==> config.mk <==
export PLATFORM = sky130hd
export DESIGN_NAME = serial_link_tx_arbiter_flat
export DESIGN_NICKNAME = d
export VERILOG_FILES = /design/src/rtl/serial_link_tx_arbiter_pkg.sv /design/src/rtl/serial_link_tx_arbiter_if.sv /design/src/rtl/serial_link_tx_arbiter_rr_arbiter.sv /design/src/rtl/serial_link_tx_arbiter.sv /design/src/flat_wrapper.sv
export SDC_FILE = /design/constraint.sdc
export NUM_CORES = 1
export LEC_CHECK = 0
export BUFFER_PORTS_ARGS = -buffer_cell sky130_fd_sc_hd__buf_2
export CAP_MARGIN = 20
export CORE_AREA = 2 2 330 332
export CTS_CLUSTER_DIAMETER = 50
export CTS_CLUSTER_SIZE = 10
export DETAILED_ROUTE_END_ITERATION = 16
export DIE_AREA = 0 0 332 334
export SETUP_SLACK_MARGIN = 0.15
export SKIP_CTS_REPAIR_TIMING = 1
export SLEW_MARGIN = 0
export SYNTH_ARGS = -nofsm -noshare
export SYNTH_HDL_FRONTEND = slang
export SYNTH_SLANG_ARGS = --single-unit
==> constraint.sdc <==
create_clock -name clock -period 16.65 [get_ports clock]
set_input_delay 2.4975 -clock clock [delete_from_list [all_inputs] [get_ports clock]]
set_output_delay 2.4975 -clock clock [all_outputs]
set_load 0.1 [all_outputs]
==> src/rtl/serial_link_tx_arbiter_pkg.sv <==
// Shared frame geometry and TL message types for the chip-to-chip serial link.
// The receive-side deserializer imports the same offsets so both ends agree beat for beat.
package serial_link_pkg;

    localparam int FRAME_W = 192;
    localparam int BEAT_W  = 32;
    localparam int BEATS   = 6;

    localparam int UNION_LSB   = 1;
    localparam int UNION_W     = 9;
    localparam int CORRUPT_LSB = 10;
    localparam int DATA_LSB    = 11;
    localparam int DATA_W      = 64;
    localparam int ADDR_LSB    = 75;
    localparam int ADDR_W      = 64;
    localparam int SOURCE_LSB  = 139;
    localparam int SOURCE_W    = 8;
    localparam int SIZE_LSB    = 147;
    localparam int SIZE_W      = 8;
    localparam int PARAM_LSB   = 155;
    localparam int PARAM_W     = 3;
    localparam int OPCODE_LSB  = 158;
    localparam int OPCODE_W    = 3;
    localparam int CHAN_LSB    = 161;
    localparam int CHAN_W      = 3;

    typedef struct packed {
        logic [OPCODE_W-1:0] opcode;
        logic [PARAM_W-1:0]  param;
        logic [SIZE_W-1:0]   size;
        logic [SOURCE_W-1:0] source;
        logic [ADDR_W-1:0]   address;
        logic [DATA_W-1:0]   data;
        logic                corrupt;
        logic [UNION_W-1:0]  tl_union;
    } tl_msg_t;

    typedef enum logic {
        IDLE = 1'b0,
        SEND = 1'b1
    } state_t;

    // Unused frame bits (bit 0 and the top pad) are transmitted as zero.
    function automatic logic [FRAME_W-1:0] pack_frame(input tl_msg_t msg, input logic [CHAN_W-1:0] chan);
        logic [FRAME_W-1:0] f;
        f = '0;
        f[UNION_LSB  +: UNION_W]  = msg.tl_union;
        f[CORRUPT_LSB]            = msg.corrupt;
        f[DATA_LSB   +: DATA_W]   = msg.data;
        f[ADDR_LSB   +: ADDR_W]   = msg.address;
        f[SOURCE_LSB +: SOURCE_W] = msg.source;
        f[SIZE_LSB   +: SIZE_W]   = msg.size;
        f[PARAM_LSB  +: PARAM_W]  = msg.param;
        f[OPCODE_LSB +: OPCODE_W] = msg.opcode;
        f[CHAN_LSB   +: CHAN_W]   = chan;
        return f;
    endfunction

endpackage

==> src/rtl/serial_link_tx_arbiter_if.sv <==
// Requester-side and link-side signals of the serial link transmit arbiter.
interface serial_link_tx_arbiter_if #(
    parameter int NUM_CHAN = 5
);
    logic [NUM_CHAN-1:0]    io_in_valid;
    logic [NUM_CHAN-1:0]    io_in_ready;
    logic [NUM_CHAN*3-1:0]  io_in_opcode;
    logic [NUM_CHAN*3-1:0]  io_in_param;
    logic [NUM_CHAN*8-1:0]  io_in_size;
    logic [NUM_CHAN*8-1:0]  io_in_source;
    logic [NUM_CHAN*64-1:0] io_in_address;
    logic [NUM_CHAN*64-1:0] io_in_data;
    logic [NUM_CHAN-1:0]    io_in_corrupt;
    logic [NUM_CHAN*9-1:0]  io_in_union;
    logic                   io_out_valid;
    logic                   io_out_ready;
    logic [serial_link_pkg::BEAT_W-1:0] io_out_bits;
    logic                   io_busy;

    modport master (
        output io_in_valid, io_in_opcode, io_in_param, io_in_size, io_in_source,
               io_in_address, io_in_data, io_in_corrupt, io_in_union, io_out_ready,
        input  io_in_ready, io_out_valid, io_out_bits, io_busy
    );

    modport slave (
        input  io_in_valid, io_in_opcode, io_in_param, io_in_size, io_in_source,
               io_in_address, io_in_data, io_in_corrupt, io_in_union, io_out_ready,
        output io_in_ready, io_out_valid, io_out_bits, io_busy
    );
endinterface

==> src/rtl/serial_link_tx_arbiter_rr_arbiter.sv <==
// Combinational round-robin picker: searches upward from last_grant+1 with wrap.
module rr_arbiter #(
    parameter int N     = 5,
    parameter int IDX_W = (N > 1) ? $clog2(N) : 1
) (
    input  logic [N-1:0]     i_req,
    input  logic [IDX_W-1:0] i_last_grant,
    output logic [N-1:0]     o_grant,
    output logic [IDX_W-1:0] o_grant_idx,
    output logic             o_any
);

    always_comb begin : p_pick
        int               w_cand;
        logic [IDX_W-1:0] w_cand_idx;
        o_grant     = '0;
        o_grant_idx = '0;
        o_any       = 1'b0;
        w_cand      = 0;
        w_cand_idx  = '0;
        for (int k = 1; k <= N; k++) begin
            w_cand     = (int'(i_last_grant) + k) % N;
            w_cand_idx = IDX_W'(w_cand);
            if (!o_any && i_req[w_cand_idx]) begin
                o_any                = 1'b1;
                o_grant[w_cand_idx]  = 1'b1;
                o_grant_idx          = w_cand_idx;
            end
        end
    end

endmodule

==> src/rtl/serial_link_tx_arbiter.sv <==
// Transmit-side arbiter: grants one TL channel round-robin, captures its message
// into a 192-bit frame and streams it to the link PHY FIFO as 6 beats, LSB beat first.
module serial_link_tx_arbiter
    import serial_link_pkg::*;
#(
    parameter int NUM_CHAN = 5
) (
    input logic                     clock,
    input logic                     reset,
    serial_link_tx_arbiter_if.slave bus
);

    localparam int         IDX_W     = (NUM_CHAN > 1) ? $clog2(NUM_CHAN) : 1;
    localparam logic [2:0] LAST_BEAT = 3'(BEATS - 1);

    state_t                        r_state;
    state_t                        w_state_next;
    logic [2:0]                    r_beat;
    logic [IDX_W-1:0]              r_last_grant;
    logic [FRAME_W-1:0]            r_frame;
    logic [BEATS-1:0][BEAT_W-1:0]  w_beats;

    tl_msg_t          w_msg [NUM_CHAN];
    logic [NUM_CHAN-1:0] w_grant;
    logic [IDX_W-1:0]    w_grant_idx;
    logic                w_any;
    logic                w_cap_opp;
    logic                w_capture;

    for (genvar gi = 0; gi < NUM_CHAN; gi++) begin : g_unpack
        assign w_msg[gi] = {bus.io_in_opcode[3*gi +: 3], bus.io_in_param[3*gi +: 3],
                            bus.io_in_size[8*gi +: 8], bus.io_in_source[8*gi +: 8],
                            bus.io_in_address[64*gi +: 64], bus.io_in_data[64*gi +: 64],
                            bus.io_in_corrupt[gi], bus.io_in_union[9*gi +: 9]};
    end

    rr_arbiter #(
        .N     (NUM_CHAN),
        .IDX_W (IDX_W)
    ) u_rr_arbiter (
        .i_req        (bus.io_in_valid),
        .i_last_grant (r_last_grant),
        .o_grant      (w_grant),
        .o_grant_idx  (w_grant_idx),
        .o_any        (w_any)
    );

    always_ff @(posedge clock) begin
        if (reset) begin
            r_state <= IDLE;
        end else begin
            r_state <= w_state_next;
        end
    end

    // A new frame may be captured while idle, or on the final beat's handshake so
    // back-to-back frames leave no bubble on the link.
    always_comb begin
        w_state_next = r_state;
        w_cap_opp    = 1'b0;
        case (r_state)
            IDLE: begin
                w_cap_opp = 1'b1;
                if (w_any) begin
                    w_state_next = SEND;
                end
            end
            SEND: begin
                if (r_beat == LAST_BEAT && bus.io_out_ready) begin
                    w_cap_opp    = 1'b1;
                    w_state_next = w_any ? SEND : IDLE;
                end
            end
            default: w_state_next = IDLE;
        endcase
    end

    assign w_capture       = w_cap_opp & w_any;
    assign bus.io_in_ready = w_capture ? w_grant : '0;

    always_ff @(posedge clock) begin
        if (reset) begin
            r_beat       <= '0;
            r_last_grant <= IDX_W'(NUM_CHAN - 1);
        end else if (w_capture) begin
            r_beat       <= '0;
            r_last_grant <= w_grant_idx;
        end else if (r_state == SEND && bus.io_out_ready) begin
            r_beat <= (r_beat == LAST_BEAT) ? 3'd0 : r_beat + 3'd1;
        end
    end

    always_ff @(posedge clock) begin
        if (w_capture) begin
            r_frame <= pack_frame(w_msg[w_grant_idx], 3'(w_grant_idx));
        end
    end

    assign w_beats          = r_frame;
    assign bus.io_out_valid = (r_state == SEND);
    assign bus.io_busy      = (r_state == SEND);
    assign bus.io_out_bits  = w_beats[r_beat];

endmodule
==> src/flat_wrapper.sv <==
// flat-port wrapper written by rule: the top's interface ports become plain ports
module serial_link_tx_arbiter_flat import serial_link_pkg::*;
#(
    parameter int NUM_CHAN = 5
)
  (clock, reset, bus_io_in_valid, bus_io_in_opcode, bus_io_in_param, bus_io_in_size, bus_io_in_source, bus_io_in_address, bus_io_in_data, bus_io_in_corrupt, bus_io_in_union, bus_io_out_ready, bus_io_in_ready, bus_io_out_valid, bus_io_out_bits, bus_io_busy);
  serial_link_tx_arbiter_if #(.NUM_CHAN(NUM_CHAN)) bus_i ();
  input logic clock;
  input logic reset;
  input wire logic [$bits(bus_i.io_in_valid)-1:0] bus_io_in_valid;
  input wire logic [$bits(bus_i.io_in_opcode)-1:0] bus_io_in_opcode;
  input wire logic [$bits(bus_i.io_in_param)-1:0] bus_io_in_param;
  input wire logic [$bits(bus_i.io_in_size)-1:0] bus_io_in_size;
  input wire logic [$bits(bus_i.io_in_source)-1:0] bus_io_in_source;
  input wire logic [$bits(bus_i.io_in_address)-1:0] bus_io_in_address;
  input wire logic [$bits(bus_i.io_in_data)-1:0] bus_io_in_data;
  input wire logic [$bits(bus_i.io_in_corrupt)-1:0] bus_io_in_corrupt;
  input wire logic [$bits(bus_i.io_in_union)-1:0] bus_io_in_union;
  input wire logic [$bits(bus_i.io_out_ready)-1:0] bus_io_out_ready;
  output wire logic [$bits(bus_i.io_in_ready)-1:0] bus_io_in_ready;
  output wire logic [$bits(bus_i.io_out_valid)-1:0] bus_io_out_valid;
  output wire logic [$bits(bus_i.io_out_bits)-1:0] bus_io_out_bits;
  output wire logic [$bits(bus_i.io_busy)-1:0] bus_io_busy;
  assign bus_i.io_in_valid = bus_io_in_valid;
  assign bus_i.io_in_opcode = bus_io_in_opcode;
  assign bus_i.io_in_param = bus_io_in_param;
  assign bus_i.io_in_size = bus_io_in_size;
  assign bus_i.io_in_source = bus_io_in_source;
  assign bus_i.io_in_address = bus_io_in_address;
  assign bus_i.io_in_data = bus_io_in_data;
  assign bus_i.io_in_corrupt = bus_io_in_corrupt;
  assign bus_i.io_in_union = bus_io_in_union;
  assign bus_i.io_out_ready = bus_io_out_ready;
  assign bus_io_in_ready = bus_i.io_in_ready;
  assign bus_io_out_valid = bus_i.io_out_valid;
  assign bus_io_out_bits = bus_i.io_out_bits;
  assign bus_io_busy = bus_i.io_busy;
  serial_link_tx_arbiter #(.NUM_CHAN(NUM_CHAN)) u_core (.clock(clock), .reset(reset), .bus(bus_i));
endmodule
==> impl_metrics.csv <==
group,metric,value,unit
outcome,status,"complete, no violations",
clock_network,cts_buffer_depth,2,
grt,grt_pass1_vias,14700,
yosys,yosysSeqAreaShare,32.7,%
route,drt-vias-per-instance,4.18,
sta,setup_violations,0,
worst_setup_path,r2r_start,"u_core.r_last_grant[1]",
placement,routabilityCongestion,0.889,
placement,io_buffers,846,
worst_setup_path,worst_ep_required_time,14.15,ns
worst_hold_path,hold_path_class,"flop to flop",
worst_setup_path,cp.arrival,7.29,ns
route,routedWlPerCell,23.6,um
placement,placed_area,0.0209,sq mm
sta,grt_setup_unrepaired,"no",
route,first_pass_iters,5,
sta,max_freq,0.102,GHz
clock_network,cts-root-buf,"clkbuf_16",
clock_network,cts_tree,"built",
yosys,yosys_warnings,0,
grt,grt_max_degree,132,
clock_network,clkLatencyLatePin,0.51,ns
route,ant_nets,0,
layout,regArea,0.00504,sq mm
route,drcViolationCount,0,
floorplan,io_pins,847,
worst_setup_path,r2r_slack,7.68,ns
layout,fin_cells,3565,
grt,grt_pass1_wl,114000,um
clock_network,htree_levels,4,
worst_hold_path,hold_end,"u_core.r_beat[0]",
yosys,synth-async-reset-ratio,0,%
worst_setup_path,r2r-end,"u_core.r_frame[26]",
worst_setup_path,start_kind,"flop",
yosys,yosys_register_bits,170,
route,via_count,14900,
worst_setup_path,r2r_cells,22,
floorplan,die_h,334,um
yosys,synth_edf_count,163,
floorplan,fp-row-count,121,
sta,relSlewSlack,26.7,%
yosys,syn_nets,2189,
grt,grt_util_all_layers,14.6,%
sta,setup_tns,0,ns
layout,fillers,11900,
sta,tightest_slew,1.10,ns
worst_hold_path,worstHoldPathCells,2,
route,drt-initial-drc-count,885,
sta,hold_viol_final,0,
yosys,yosysUniqueCellTypes,78,
sta,skew,0.0204,ns
floorplan,die-area,0.111,sq mm
clock_network,clock-sinks,170,
clock_network,clk_pin_slew,0.08,ns
placement,hpwl,69800,um
layout,final_nets,2960,
worst_setup_path,criticalPathCategory,"flop to primary output",
yosys,ys.flop_type,"edfxtp_1",
placement,placed_cells,3521,
floorplan,core_area,0.108,sq mm
layout,drive_above_1_share,52.9,%
layout,area_growth,39.8,%
worst_hold_path,min-delay-start,"u_core.bus.io_busy",
sta,period_needed,9.78,ns
yosys,syn_inst,1355,
floorplan,die_w,332,um
worst_setup_path,crit_fanout,50,
sta,finalMaxSlewViolations,0,
clock_network,cts_buffers,17,
layout,stdcell_area,0.0215,sq mm
yosys,avgSynthCellArea,11.4,sq um
floorplan,start_util,14.3,%
worst_setup_path,crit_path_end_kind,"primary output",
yosys,synth_area,0.0154,sq mm
sta,whs,0.628,ns
grt,antenna_found_initial,61,
layout,multi_input_comb_area,0.00943,sq mm
sta,period_share,58.8,%
run,maxCapViolCount,0,
grt,gr-total-overflow,0,
route,wl,84100,um
## sequential cells by signal (all words and copies together) (netlist names)
register,cells
u_core.r_frame,163
u_core.r_beat,3
u_core.bus.io_busy,1
u_core.r_last_grant,3
## synth_stat cells (5+ instances only)
master	number	share of area, %
o22ai_1	6	0.24
buf_2	28	0.91
nor3_1	8	0.26
nand3_1	14	0.45
a221oi_2	160	16
buf_8	13	1.3
xnor2_1	10	0.57
nor2b_1	7	0.28
mux2_2	5	0.37
buf_6	11	0.80
a31oi_1	6	0.24
a211oi_1	7	0.34
nand2b_1	13	0.53
clkbuf_1	44	1.1
a211o_1	5	0.28
o21ai_0	40	1.3
mux4_2	32	4.7
edfxtp_1	163	32
a21oi_1	17	0.55
nand2_1	41	1.0
o211ai_1	5	0.24
ha_1	26	2.1
o311ai_0	5	0.28
mux2i_1	342	22
buf_4	19	0.93
dfxtp_1	7	0.91
inv_1	52	1.3
nor2_1	184	4.5
## layer usage
layer | up-vias | part of all wire (%) | GRT usage [%]
met5 | - | 0.34 | 0
met4 | 44 | 1.8 | 3.78
met3 | 121 | 8.7 | 5.17
met2 | 707 | 45 | 22.7
met1 | 7130 | 44 | 19.2
li1 | 6896 | - | -
## metrics by stage
stage	utilization, %	setup slack (ns)
after floorplan	-	6.90
after global placement	19.4	7.52
after detailed placement	19.4	7.41
after CTS	19.9	6.81
after global routing	20.0	6.24
final	20.0	6.87
## worst max-delay path, cell delays in order, from the launching register on
cell	delay [ns]
dfxtp_1	0.65
inv_1	0.19
ha_1	0.71
inv_1	0.26
ha_1	0.27
nor2_1	0.22
a21oi_1	0.13
xnor2_1	0.35
inv_1	0.12
ha_1	0.25
nor2b_1	0.17
a211o_1	0.30
a31oi_2	0.30
mux2i_1	0.51
mux2i_1	0.39
a2111oi_4	0.17
a2111oi_0	0.64
o21ai_4	0.09
buf_4	0.33
nor2_1	0.24
buf_2	0.47
## logic make-up (layout without fill, tap and decap cells)
group	count (synthesis)	count (layout)	synth area share, %
xor gates and xnor gates	13	13	0.959
other	0	12	0
muxes	380	380	27.4
adders and majority gates	26	26	2.11
DFF	170	170	32.7
buffers and inverters	174	958	6.42
AOI/OAI and AO/OA	288	288	21.7
and+or+nand+nor	304	304	8.77
## worst max path at each step
stage                      startpoint            endpoint  slack [ns]  cells past startpoint
2_1_floorplan  u_core.r_last_grant[0]  bus_io_in_ready[1]        6.90                     24
3_3_place_gp   u_core.r_last_grant[1]  bus_io_in_ready[4]        7.52                     20
3_5_place_dp   u_core.r_last_grant[1]  bus_io_in_ready[4]        7.41                     20
4_1_cts        u_core.r_last_grant[1]  bus_io_in_ready[4]        6.81                     20
5_1_grt        u_core.r_last_grant[1]  bus_io_in_ready[4]        6.24                     20
6_report       u_core.r_last_grant[1]  bus_io_in_ready[4]        6.87                     20
## layout make-up
class | instances | share of cell area [%]
inverter | 57 | 1.03
antenna | 12 | 0.139
tap | 1414 | 8.22
multi-input combinational | 1011 | 43.8
sequential | 170 | 23.4
clock buffer | 17 | 1.98
timing repair buffer | 869 | 20.5
clock inverter | 15 | 0.941
## cell usage in the layout (no fill, tap or decap), drive strengths merged, types with 17 or more instances in the layout
cell type / Yosys / layout
mux4: 32 / 32
buf: 73 / 869
edfxtp: 163 / 163
a221oi: 162 / 162
nand2: 41 / 41
ha: 26 / 26
mux2i: 343 / 343
clkbuf: 44 / 17
o21ai: 41 / 41
a21oi: 18 / 18
inv: 56 / 63
nor2: 185 / 185
Power is left out: the tool's default activity adds up to more than one toggle a clock period on the data nets, which glitch-free logic cannot reach.
